==> src/rtl/dsp_result_misr_pkg.sv <==
// ---------------------------------------------------------------------------
// dsp_result_misr_pkg
// Shared definitions for the multiplier-result MISR block and anything that
// needs to model it (for example the upstream stimulus checker):
//   - MISR width
//   - feedback tap positions
//   - default seed
//   - controller state encoding
// ---------------------------------------------------------------------------
package dsp_result_misr_pkg;

    localparam int MISR_W = 48;

    // Feedback taps of the 48-bit signature register
    localparam int TAP_A = 47;
    localparam int TAP_B = 46;
    localparam int TAP_C = 20;
    localparam int TAP_D = 19;

    localparam logic [MISR_W-1:0] DEFAULT_SEED = 48'h0000_0000_0001;

    typedef enum logic [1:0] {
        ST_IDLE  = 2'd0,
        ST_PRIME = 2'd1,
        ST_ACCUM = 2'd2,
        ST_DONE  = 2'd3
    } misr_state_e;

endpackage

==> src/rtl/misr48_step.sv <==
// ---------------------------------------------------------------------------
// misr48_step
// One purely combinational step of the 48-bit MISR:
//   fb     = m[47] ^ m[46] ^ m[20] ^ m[19]
//   m_next = {m[46:0], fb} ^ d
// Ports:
//   m_i       current MISR value
//   d_i       data word absorbed this step
//   m_next_o  next MISR value
// ---------------------------------------------------------------------------
module misr48_step
    import dsp_result_misr_pkg::*;
(
    input  logic [MISR_W-1:0] m_i,
    input  logic [MISR_W-1:0] d_i,
    output logic [MISR_W-1:0] m_next_o
);

    logic feedback;

    // Shift left, feed the XOR of the taps into bit 0, then fold in the data
    assign feedback = m_i[TAP_A] ^ m_i[TAP_B] ^ m_i[TAP_C] ^ m_i[TAP_D];
    assign m_next_o = {m_i[MISR_W-2:0], feedback} ^ d_i;

endmodule

==> src/rtl/dsp_result_misr.sv <==
// ---------------------------------------------------------------------------
// dsp_result_misr
// Compresses a window of WIN_LEN valid multiplier products into a 48-bit MISR
// signature. After START, LAT cycles are skipped so that products still in
// flight in the upstream multiplier pipeline are not absorbed.
//
// Parameters:
//   WIN_LEN  valid samples absorbed per window (1 .. 2^24)
//   LAT      cycles skipped after START (0 allowed)
//   SEED     MISR value loaded at START
//
// Ports:
//   CLK         system clock, rising edge
//   RST         synchronous active-high reset
//   START       begin a window (accepted only in IDLE or DONE)
//   ABORT       return to IDLE at the next edge, no DONE pulse
//   DATA_VALID  qualifies DATA_IN during accumulation
//   DATA_IN     48-bit product word
//   BUSY        high while priming or accumulating
//   DONE        one-cycle pulse when SIGNATURE has just been updated
//   SIGNATURE   last completed signature
//   SAMPLE_CNT  valid samples absorbed in the current or last window
//
// Optional build macro DSP_MISR_CMP_EN adds:
//   EXPECTED_SIG  reference signature compared at the end of each window
//   MISMATCH      sticky flag, set when a finished window differs from
//                 EXPECTED_SIG, cleared by START or RST
//   PASS_CNT      saturating count of matching windows
// ---------------------------------------------------------------------------
module dsp_result_misr
    import dsp_result_misr_pkg::*;
#(
    parameter int unsigned       WIN_LEN = 1024,
    parameter int unsigned       LAT     = 6,
    parameter logic [MISR_W-1:0] SEED    = DEFAULT_SEED
) (
    input  logic              CLK,
    input  logic              RST,
    input  logic              START,
    input  logic              ABORT,
    input  logic              DATA_VALID,
    input  logic [MISR_W-1:0] DATA_IN,
`ifdef DSP_MISR_CMP_EN
    input  logic [MISR_W-1:0] EXPECTED_SIG,
    output logic              MISMATCH,
    output logic [15:0]       PASS_CNT,
`endif
    output logic              BUSY,
    output logic              DONE,
    output logic [MISR_W-1:0] SIGNATURE,
    output logic [23:0]       SAMPLE_CNT
);

    // One extra counter bit so that WIN_LEN = 2^24 is representable
    localparam int CNT_W  = 25;
    localparam int SKIP_W = (LAT < 2) ? 1 : $clog2(LAT + 1);

    localparam logic [CNT_W-1:0]  WIN_LAST  = CNT_W'(WIN_LEN - 1);
    localparam logic [CNT_W-1:0]  WIN_FULL  = CNT_W'(WIN_LEN);
    localparam logic [SKIP_W-1:0] SKIP_INIT = SKIP_W'(LAT);
    localparam misr_state_e       FIRST_ST  = (LAT == 0) ? ST_ACCUM : ST_PRIME;

    misr_state_e       state_q;
    logic [SKIP_W-1:0] skipCnt_q;
    logic [CNT_W-1:0]  sampleCnt_q;
    logic [MISR_W-1:0] misr_q;
    logic [MISR_W-1:0] misr_d;
    logic [MISR_W-1:0] signature_q;
    logic              busy_q;
    logic              done_q;
`ifdef DSP_MISR_CMP_EN
    logic              mismatch_q;
    logic [15:0]       passCnt_q;
`endif

    // Next MISR value if the current DATA_IN were absorbed this cycle
    misr48_step u_step (
        .m_i      (misr_q),
        .d_i      (DATA_IN),
        .m_next_o (misr_d)
    );

    // Window controller. BUSY and DONE are registered alongside the state so
    // they are glitch-free. SIGNATURE is loaded on the same edge that enters
    // DONE, so it is already final while the DONE pulse is high.
    always_ff @(posedge CLK) begin
        if (RST) begin
            state_q     <= ST_IDLE;
            skipCnt_q   <= '0;
            sampleCnt_q <= '0;
            misr_q      <= SEED;
            signature_q <= '0;
            busy_q      <= 1'b0;
            done_q      <= 1'b0;
`ifdef DSP_MISR_CMP_EN
            mismatch_q  <= 1'b0;
            passCnt_q   <= '0;
`endif
        end else if (ABORT) begin
            state_q <= ST_IDLE;
            busy_q  <= 1'b0;
            done_q  <= 1'b0;
        end else begin
            done_q <= 1'b0;
            case (state_q)
                ST_IDLE, ST_DONE: begin
                    if (START) begin
                        misr_q      <= SEED;
                        sampleCnt_q <= '0;
                        skipCnt_q   <= SKIP_INIT;
                        state_q     <= FIRST_ST;
                        busy_q      <= 1'b1;
`ifdef DSP_MISR_CMP_EN
                        mismatch_q  <= 1'b0;
`endif
                    end else begin
                        state_q <= ST_IDLE;
                        busy_q  <= 1'b0;
                    end
                end
                ST_PRIME: begin
                    skipCnt_q <= skipCnt_q - 1'b1;
                    if (skipCnt_q == SKIP_W'(1)) begin
                        state_q <= ST_ACCUM;
                    end
                end
                ST_ACCUM: begin
                    if (DATA_VALID) begin
                        misr_q <= misr_d;
                        if (sampleCnt_q != WIN_FULL) begin
                            sampleCnt_q <= sampleCnt_q + 1'b1;
                        end
                        if (sampleCnt_q == WIN_LAST) begin
                            state_q     <= ST_DONE;
                            busy_q      <= 1'b0;
                            done_q      <= 1'b1;
                            signature_q <= misr_d;
`ifdef DSP_MISR_CMP_EN
                            mismatch_q  <= (misr_d != EXPECTED_SIG);
                            if ((misr_d == EXPECTED_SIG) && (passCnt_q != 16'hFFFF)) begin
                                passCnt_q <= passCnt_q + 1'b1;
                            end
`endif
                        end
                    end
                end
                default: begin
                    state_q <= ST_IDLE;
                    busy_q  <= 1'b0;
                end
            endcase
        end
    end

    assign BUSY       = busy_q;
    assign DONE       = done_q;
    assign SIGNATURE  = signature_q;
    // Only reachable with WIN_LEN = 2^24: clamp instead of wrapping to 0
    assign SAMPLE_CNT = sampleCnt_q[CNT_W-1] ? 24'hFF_FFFF : sampleCnt_q[23:0];
`ifdef DSP_MISR_CMP_EN
    assign MISMATCH   = mismatch_q;
    assign PASS_CNT   = passCnt_q;
`endif

endmodule
==> config.mk <==
export PLATFORM = sky130hd
export DESIGN_NAME = dsp_result_misr
export DESIGN_NICKNAME = d
export VERILOG_FILES = /design/src/rtl/dsp_result_misr_pkg.sv /design/src/rtl/misr48_step.sv /design/src/rtl/dsp_result_misr.sv
export SDC_FILE = /design/constraint.sdc
export NUM_CORES = 1
export LEC_CHECK = 0
export CAP_MARGIN = 25
export CORE_ASPECT_RATIO = 1.2
export CORE_MARGIN = 3
export CORE_UTILIZATION = 55
export CTS_CLUSTER_DIAMETER = 120
export CTS_CLUSTER_SIZE = 30
export DETAILED_ROUTE_END_ITERATION = 12
export PLACE_DENSITY = 0.85
export SYNTH_ARGS = -nofsm -noshare
export SYNTH_HDL_FRONTEND = slang
export SYNTH_SLANG_ARGS = --single-unit
==> constraint.sdc <==
create_clock -name CLK -period 6.6 [get_ports CLK]
set_clock_uncertainty 0.2 [all_clocks]
set_input_delay 0.66 -clock CLK [delete_from_list [all_inputs] [get_ports CLK]]
set_output_delay 0.66 -clock CLK [all_outputs]
set_load 0.05 [all_outputs]
=== After elaboration in Yosys (flattened, before gate mapping) ===
Index checks and enable logic that the tools add are counted.
Widths: inputs -> output; s select.

* Bits in registers: 128
* Bits of input ports: 53
* Output and inout bits: 74
* Word-level logic and storage cells: 59

* Add/sub/neg operators: 2
* Equality and inequality tests: 11
* Muxes and demuxes: 20
* Bitwise operators: 7
* Reductions and logical operators: 12

{| class="wikitable"
|+ Operators by type and width
! operator !! count
|-
| $mux 48 || 2
|-
| $pmux 48 s2 || 1
|-
| $mux 25 || 3
|-
| $pmux 25 s2 || 1
|-
| $xor 48x48->48 || 1
|-
| $add 25x1->25 const B || 1
|-
| $eq 25x10->1 const B || 1
|-
| $ne 25x11->1 const B || 1
|-
| $mux 24 || 1
|-
| $ne 2x2->1 const B || 5
|-
| $reduce_and 3->1 || 3
|-
| $reduce_and 4->1 || 2
|-
| $mux 2 || 3
|-
| $pmux 2 s3 || 1
|-
| $pmux 3 s2 || 1
|-
| $mux 1 || 5
|-
| $reduce_and 5->1 || 1
|-
| $eq 2x2->1 const B || 2
|-
| $reduce_bool 2->1 || 2
|-
| $reduce_or 2->1 || 2
|-
| $reduce_or 4->1 || 1
|-
| $eq 3x1->1 const B || 1
|-
| $mux 3 || 1
|-
| $not 1->1 || 3
|-
| 5 further kinds || 7
|}

=== Depth between registers and ports, before layout ===
Gate-level depths: netlist (run 1).

* Depth after elaboration: 6
* Gate-level depth with buffers: 10
* Mapped depth without buffers: 7

=== Hierarchy ===
Synthesis (run 1) repeated with hierarchy kept, for this count alone.

* Cell total of the unflattened synthesis: 708
* Area, all modules: 6067.1 um^2

{| class="wikitable"
|+ By module, submodules not included
! module !! instances !! cells each !! area an instance (um^2) !! sequential area each (um^2)
|-
| dsp_result_misr || 1 || 658 || 5615.4 || 2562.5
|-
| misr48_step || 1 || 50 || 451.7 || 0.0
|}

=== Least setup slack after synthesis (run 1) ===
No wires, ideal clock.

* Kind: register to register
* Start point: register state_q[0]
* End point: register misr_q[15]
* Library setup time: 0.071 ns
* Data arrival time: 2.197 ns
* Data required time: 6.329 ns
* Path slack: 4.133 ns
* Stages on the path, launching flop included: 10
* Buffers on the path: 3
* Clock period less this slack: 2.467 ns
* Path through: dfxtp_1 inv_1 ha_1 clkbuf_1 nor2b_1 a2111oi_2 clkbuf_1 buf_2 nand3_1 a21oi_1

* Cells in the longest elaborated chain, start to end: 4
* Elaborated cells between the ends (all ways): 9
* Those cells by class: eq/ne: 4; mux: 1; reduce/logical: 4

{| class="wikitable"
|+ Ends and longest elaborated chain
! item !! line !! source
|-
| start: declaration || dsp_result_misr.sv:63 || <nowiki>misr_state_e state_q;</nowiki>
|-
| start signal: assignment || dsp_result_misr.sv:88 || <nowiki>state_q <= ST_IDLE;</nowiki>
|-
| start signal: assignment || dsp_result_misr.sv:100 || <nowiki>state_q <= ST_IDLE;</nowiki>
|-
| start signal: assignment || dsp_result_misr.sv:111 || <nowiki>state_q <= FIRST_ST;</nowiki>
|-
| $eq 2x2->1 or $logic_not 2->1 (tied branches) || dsp_result_misr.sv:105 || <nowiki>case (state_q)</nowiki>
|-
| $reduce_or 2->1 || dsp_result_misr.sv:105 ||
|-
| $ne 2x2->1 (no line) or $reduce_bool 2->1 (tied branches) || n/a ||
|-
| $reduce_and 4->1 (no line) || n/a ||
|-
| end signal: assignment || dsp_result_misr.sv:129 || <nowiki>misr_q <= misr_d;</nowiki>
|-
| end: declaration || dsp_result_misr.sv:66 || <nowiki>logic [MISR_W-1:0] misr_q;</nowiki>
|}

Parallel ways exist; a longest one is shown, timed or not.
A chain may end at the register's enable or synchronous reset.

=== Worst setup path after layout (run 1) ===
* Start point: register sampleCnt_q[1]
* End point: register signature_q[16], in the netlist SIGNATURE[16]

* Cells in the longest elaborated chain, start to end: 2

{| class="wikitable"
|+ Ends and longest elaborated chain
! item !! line !! source
|-
| start: declaration || dsp_result_misr.sv:65 || <nowiki>logic [CNT_W-1:0] sampleCnt_q;</nowiki>
|-
| start signal: assignment || dsp_result_misr.sv:131 || <nowiki>sampleCnt_q <= sampleCnt_q + 1'b1;</nowiki>
|-
| $eq 25x10->1 || dsp_result_misr.sv:133 || <nowiki>if (sampleCnt_q == WIN_LAST) begin</nowiki>
|-
| $reduce_and 4->1 (no line) || n/a ||
|-
| end signal: assignment || dsp_result_misr.sv:137 || <nowiki>signature_q <= misr_d;</nowiki>
|-
| end: declaration || dsp_result_misr.sv:68 || <nowiki>logic [MISR_W-1:0] signature_q;</nowiki>
|}

No other way between the ends.

==> key figures, run 1 <==
Synth
  • Yosys Warn Count: 0
  • Synthesized area per cell: between 8 and 9 sq um
  • Synth Register Bits: approximately 130
  • Synth Net Count: 773
  • Top cells by area, synth: dfxtp_1 (42%), mux2i_1 (7.8%), xor2_1 (6.7%)
  • Post-synth EDFFs: 0
  • Post-synth top area share: 41.8%
  • Share of flip-flops with an asynchronous set or reset: 0%
  • Cell area after synthesis: 6130 sq um
  • Dominant cell type by area after synthesis: dfxtp_1
  • Ys flop type: dfxtp_1
  • Distinct cells, synth: 56
  • Sequential share of the synthesized area: 41.8%
  • Synth Instances: 713

Clock network
  • # Post-CTS Setup Buffers: 0
  • CTS Buf Count: 17
  • Max H-tree Level: 4
  • Post-CTS Resized: 0
  • Hold Buf Count CTS: 0
  • CTS max path bufs: 2
  • Clock slew seen by the registers of the worst setup and hold paths: 0.06 ns
  • Clock Latency Late Sink: around 0.4 ns
  • CTS tree: done
  • Root Buffer: clkbuf_16
  • Total clock sinks: roughly 130

Timing
  • Crit share post-route: 47.2%
  • Setup violations, final: 0
  • Peak Freq: between 0.3 and 0.4 GHz
  • RSZ-0062 raised after global routing: false
  • Final hold viol count: 0
  • Worst Max-Slew Pin Slew: 0.993 ns
  • Final min period: 3.11 ns
  • Slew Viols, Final: 0
  • WHS: about 0.26 ns
  • Sum of negative setup slack: 0 ns
  • Slew margin rel.: 33.8%

Routing
  • Detailed-route via count: 5761
  • Drt first pass iters: 5
  • WL met2: 8.74 mm
  • DR iter-0 viols: 472
  • Post-DRT Antenna Nets: 0
  • Wire per inst: 17.8 um
  • Residual DRC count: 0
  • Vias per cell: 6.06
  • Post-Route M1 WL: 6.54 mm
  • Wire length on met3: 1.28 mm
  • Final WL: 17.0 mm
  • Highest metal used: met4

Floorplanning
  • Boundary Pins: 127
  • Initial cell density of the core: 57.2%
  • Die Footprint: 12500 sq um
  • Core Region: ~11000 sq um
  • Rows: just over 40
  • Die X: 102 um
  • Die height: approximately 120 um

Layout
  • Layout Nets: between 800 and 900
  • Share of the core filled with cells: about 75%
  • Area Overhead vs Synth: 30.5%
  • Post-Layout Cell Count: 951
  • Share of cells above drive strength 1: 9.26%
  • Final non-filler cell area: 8010 sq um

Placement
  • Placed inst area: roughly 7400 sq um
  • Dpl hpwl: 10.7 mm
  • Final GP Congestion: between 0.8 and 0.9
  • # port buffers: 126
  • Inst Count DP: 917

GRT
  • Overflow after GRT: 0
  • Initial antenna violation count: 1
  • Largest net degree at the start of global routing: 67
  • Number of global-route vias before repair: 5612
  • First-pass GRT wire length: 27.2 mm
  • Tot GR Track Use: between 20% and 30%

Worst setup path
  • Worst Path Max Fanout: 48
  • Startpoint types: flop
  • Nature of the critical path endpoint: flop
  • Worst EP arrival: 3.18 ns
  • Critical Path RT: 6.67 ns
  • Setup CP Type: reg2reg

Pwr
  • Max VDD drop: approximately 0.00017 V
  • Lkg Pwr: 2.84 nW
  • Power per cell area: 240 nW/um^2

Run status
  • Outcome: finished clean

Flow run
  • Max_cap viols: 0

Hold path
  • Min-delay worst type: reg2reg
==> power by group <==
| group | switching (mW) | internal (mW) | leakage (nW) | total [mW] |
|---|---|---|---|---|
| Combinational | 0.110 | 0.0639 | 1.51 | 0.174 |
| Sequential | 0.00550 | 0.780 | 1.03 | 0.785 |
| Clock | 0.347 | 0.614 | 0.300 | 0.961 |
| Total | 0.462 | 1.46 | 2.84 | 1.92 |
==> cell type report <==
| type | count | area (sq um) |
|---|---|---|
| Inverter | 12 | 45.0 |
| Multi-Input combinational cell | 517 | 3300 |
| Fill cell | 767 | 2720 |
| Tap cell | 129 | 161 |
| Sequential cell | 128 | 2560 |
| Clock inverter | 13 | 160 |
| Clock buffer | 19 | 453 |
| Antenna cell | 1 | 2.50 |
| Timing Repair Buffer | 132 | 1320 |
==> per-layer routing <==
metal / up-vias / GRT usage (%)
met5: - / 0
met4: 0 / 10.4
met2: 283 / 46.9
met1: 2731 / 32.3
met3: 41 / 7.50
li1: 2706 / -
==> sequential cells by signal, summed over array words and instances (netlist names) <==
register     cells
state_q          2
skipCnt_q        3
BUSY             1
DONE             1
SIGNATURE       48
misr_q          48
sampleCnt_q     25
==> worst paths after layout <==
kind / start / to / slack, ns / cells past startpoint
max: sampleCnt_q[1] / SIGNATURE[16] / 3.49 / 7
max reg2reg: sampleCnt_q[1] / SIGNATURE[16] / 3.49 / 7
min: misr_q[42] / misr_q[42] / 0.26 / 2
min reg2reg: misr_q[42] / misr_q[42] / 0.26 / 2
==> cells by family (layout without fill, tap and decap cells) <==
logic type / count (synthesis) / in the layout / synth area share (%)
multiplexers: 49 / 49 / 8.02
AO/OA/AOI/OAI: 126 / 126 / 12.8
adder cells (fa/ha/maj): 7 / 7 / 1.43
XOR/XNOR: 51 / 51 / 7.28
flip-flops: 128 / 128 / 41.8
AND/OR/NAND/NOR: 284 / 284 / 23.8
other: 0 / 1 / 0
buffers and inverters: 68 / 176 / 4.85
==> placed cells by master (no fill, tap or decap), types with 17 or more instances in the layout <==
master / instances
dfxtp_1: 128
clkdlybuf4s50_1: 125
nand2_1: 68
nand3_1: 65
a21oi_1: 65
nor2_1: 56
mux2i_1: 48
xor2_1: 47
or2_2: 26
clkbuf_16: 17
==> cells in the mapped netlist (2+ instances only) <==
| cell type | count |
|---|---|
| o41ai_1 | 4 |
| clkbuf_1 | 39 |
| and2_1 | 2 |
| buf_1 | 2 |
| buf_6 | 3 |
| and3_1 | 3 |
| o21a_1 | 3 |
| nor4_1 | 7 |
| nor3_1 | 10 |
| nor2b_1 | 2 |
| inv_1 | 12 |
| nand3_1 | 65 |
| nand2_1 | 68 |
| o21ai_0 | 7 |
| or3_1 | 6 |
| xnor2_1 | 4 |
| a21oi_1 | 65 |
| nor2_1 | 56 |
| and4_1 | 4 |
| o21ai_1 | 5 |
| nand4_1 | 7 |
| or2_2 | 26 |
| xor2_1 | 47 |
| a31oi_1 | 12 |
| ha_1 | 7 |
| nor4_4 | 2 |
| dfxtp_1 | 128 |
| o311ai_0 | 6 |
| or4_1 | 12 |
| nand2b_1 | 4 |
| mux2i_1 | 48 |
| buf_4 | 2 |
| o31a_1 | 2 |
| nand4b_1 | 3 |
| o31ai_1 | 11 |
| buf_2 | 9 |
==> stage by stage <==
| stage | worst slack (ns) | power, mW |
|---|---|---|
| after global routing | 3.31 | 1.97 |
| after detailed placement | 3.30 | 0.971 |
| after global placement | 3.40 | 0.965 |
| final | 3.49 | 1.92 |
| after floorplan | 4.13 | 0.903 |
| after CTS | 3.53 | 1.93 |
==> worst max-delay path: stages, from the launching register on <==
cell,delay (ns)
dfxtp_1,0.48
ha_1,0.27
nand3_1,0.17
or4_4,0.59
nor4_4,0.14
buf_4,0.69
mux2i_1,0.31
nor2_1,0.06
Power figures use the tool's default switching activity.
==> run 2: changes to the inputs <==
- CORE_UTILIZATION: 55 -> 52
- PLACE_DENSITY: 0.85 -> 0.81
- clock period: 6.6 -> 2.95 ns (I/O delays scaled with it)
==> run 2 against run 1 <==
Effect of this change: maximum frequency rose by 11%; hold slack got worse by 0.034 ns; critical path depth did not move; sequential share of layout area fell by 0.27 points; cell area rose by 0.86%; highest routed layer unchanged.
==> key figures, run 2 (synthesis results as in run 1) <==
GRT
  • Initial antenna violation count: 0
  • Tot GR Track Use: 24.7%
  • Number of global-route vias before repair: 5631
  • Overflow after GRT: 0
  • Largest net degree at the start of global routing: 70
  • First-pass GRT wire length: 27.0 mm

Layout
  • Area Overhead vs Synth: 31.6%
  • # diodes: 0
  • Fillers: 827
  • Most common cell after layout, fill and taps aside: dfxtp_1
  • Share of cells above drive strength 1: about 9.9%
  • Layout Nets: 876
  • Most frequent cells in the layout: dfxtp_1 (128), clkdlybuf4s50_1 (125), nand2_1 (68), nand3_1 (65), a21oi_1 (65)

Clock network
  • Clock slew seen by the registers of the worst setup and hold paths: roughly 0.060 ns
  • Hold Buf Count CTS: 0
  • Max H-tree Level: 4
  • Post-CTS Resized: 0
  • Clock Latency Late Sink: ~0.41 ns
  • # Post-CTS Setup Buffers: 0
  • CTS max path bufs: 2
  • Total clock sinks: ~130
  • Root Buffer: clkbuf_16
  • CTS tree: done
  • CTS Buf Count: 17

Floorplanning
  • Die height: 125 um
  • Core Region: 11300 sq um
  • Die X: 105 um
  • Boundary Pins: 127
  • Die Footprint: 13100 sq um
  • Initial cell density of the core: 54.3%
  • Rows: 42

Timing
  • RSZ-0062 raised after global routing: false
  • Setup violations, final: 0
  • Peak Freq: 0.356 GHz
  • Worst Max-Slew Pin Slew: 0.748 ns
  • Sum of negative setup slack: 0 ns
  • Final hold viol count: 0
  • Crit share post-route: 95.1%
  • Final min period: 2.81 ns
  • Slew Viols, Final: 0
  • Slew margin rel.: between 50% and 60%
  • WHS: about 0.23 ns

Placement
  • # port buffers: 126
  • Final GP Congestion: 0.879
  • Dpl hpwl: 10.8 mm

Routing
  • Detailed-route via count: approximately 5700
  • Residual DRC count: 0
  • Drt first pass iters: 5
  • Final WL: roughly 16 mm
  • Post-DRT Antenna Nets: 0
  • DR iter-0 viols: 440
  • Vias per cell: 5.81
  • Wire per inst: 16.7 um

Pwr
  • Max VDD drop: between 0.0004 and 0.0005 V
  • Lkg Pwr: 2.86 nW
  • Power per cell area: ~520 nW/um^2

Worst setup path
  • Setup CP Type: reg2reg
  • Nature of the critical path endpoint: flop
  • Worst Path Max Fanout: 10
  • Critical Path RT: slightly above 3 ns
  • Worst EP arrival: 2.90 ns
  • Startpoint types: flop

Run status
  • Outcome: finished clean

Flow run
  • Max_cap viols: 0

Hold path
  • Min-delay worst type: in2reg
## run 2: metal layers
layer  part of all wire (%)  routed length (um)  global-route usage (%)
met1                     38                6250                    28.1
met5                      0                   0                       0
met4                    1.8                 290                    9.81
met3                    7.8                1280                    6.44
met2                     52                8570                    43.9
## run 2: layout make-up
| cell class | count | area (sq um) | share of cell area [%] |
|---|---|---|---|
| Multi-Input combinational cell | 517 | 3290 | 40.8 |
| Clock inverter | 13 | 140 | 1.74 |
| Timing Repair Buffer | 140 | 1410 | 17.5 |
| Inverter | 12 | 45.0 | 0.558 |
| Tap cell | 154 | 193 | 2.39 |
| Sequential cell | 128 | 2560 | 31.7 |
| Clock buffer | 18 | 429 | 5.31 |
## run 2: where the power goes
part           leakage [nW]  internal (mW)  switching [mW]
Clock                 0.269           1.24           0.777
Combinational          1.56          0.159           0.243
Sequential             1.03           1.74          0.0123
Total                  2.86           3.14            1.03
## run 2: critical path, stage by stage (launching register included)
cell	delay [ns]
dfxtp_1	0.36
inv_1	0.09
ha_2	0.35
nor2b_1	0.23
a211oi_4	0.42
nand2_1	0.30
or3_1	0.44
o41ai_1	0.29
## run 2: through the flow
stage	cell area (sq um)	setup slack, ns	total power [mW]	util (%)	std cells
3_5_place_dp	7510	0.217	2.19	66.4	951
4_1_cts	8080	0.176	4.20	71.5	982
5_1_grt	8080	0.0253	4.30	71.5	982
2_1_floorplan	6130	0.483	2.02	-	713
3_3_place_gp	7510	0.358	2.18	66.4	951
6_report	8080	0.145	4.18	71.5	982
## run 2: worst paths after layout
kind | endpoint | cells after the start | from | slack (ns)
setup / recovery | sampleCnt_q[16] | 7 | state_q[0] | 0.14
hold / removal | SIGNATURE[20] | 2 | RST | 0.23
setup reg to reg | sampleCnt_q[16] | 7 | state_q[0] | 0.14
hold reg to reg | misr_q[29] | 2 | misr_q[29] | 0.26
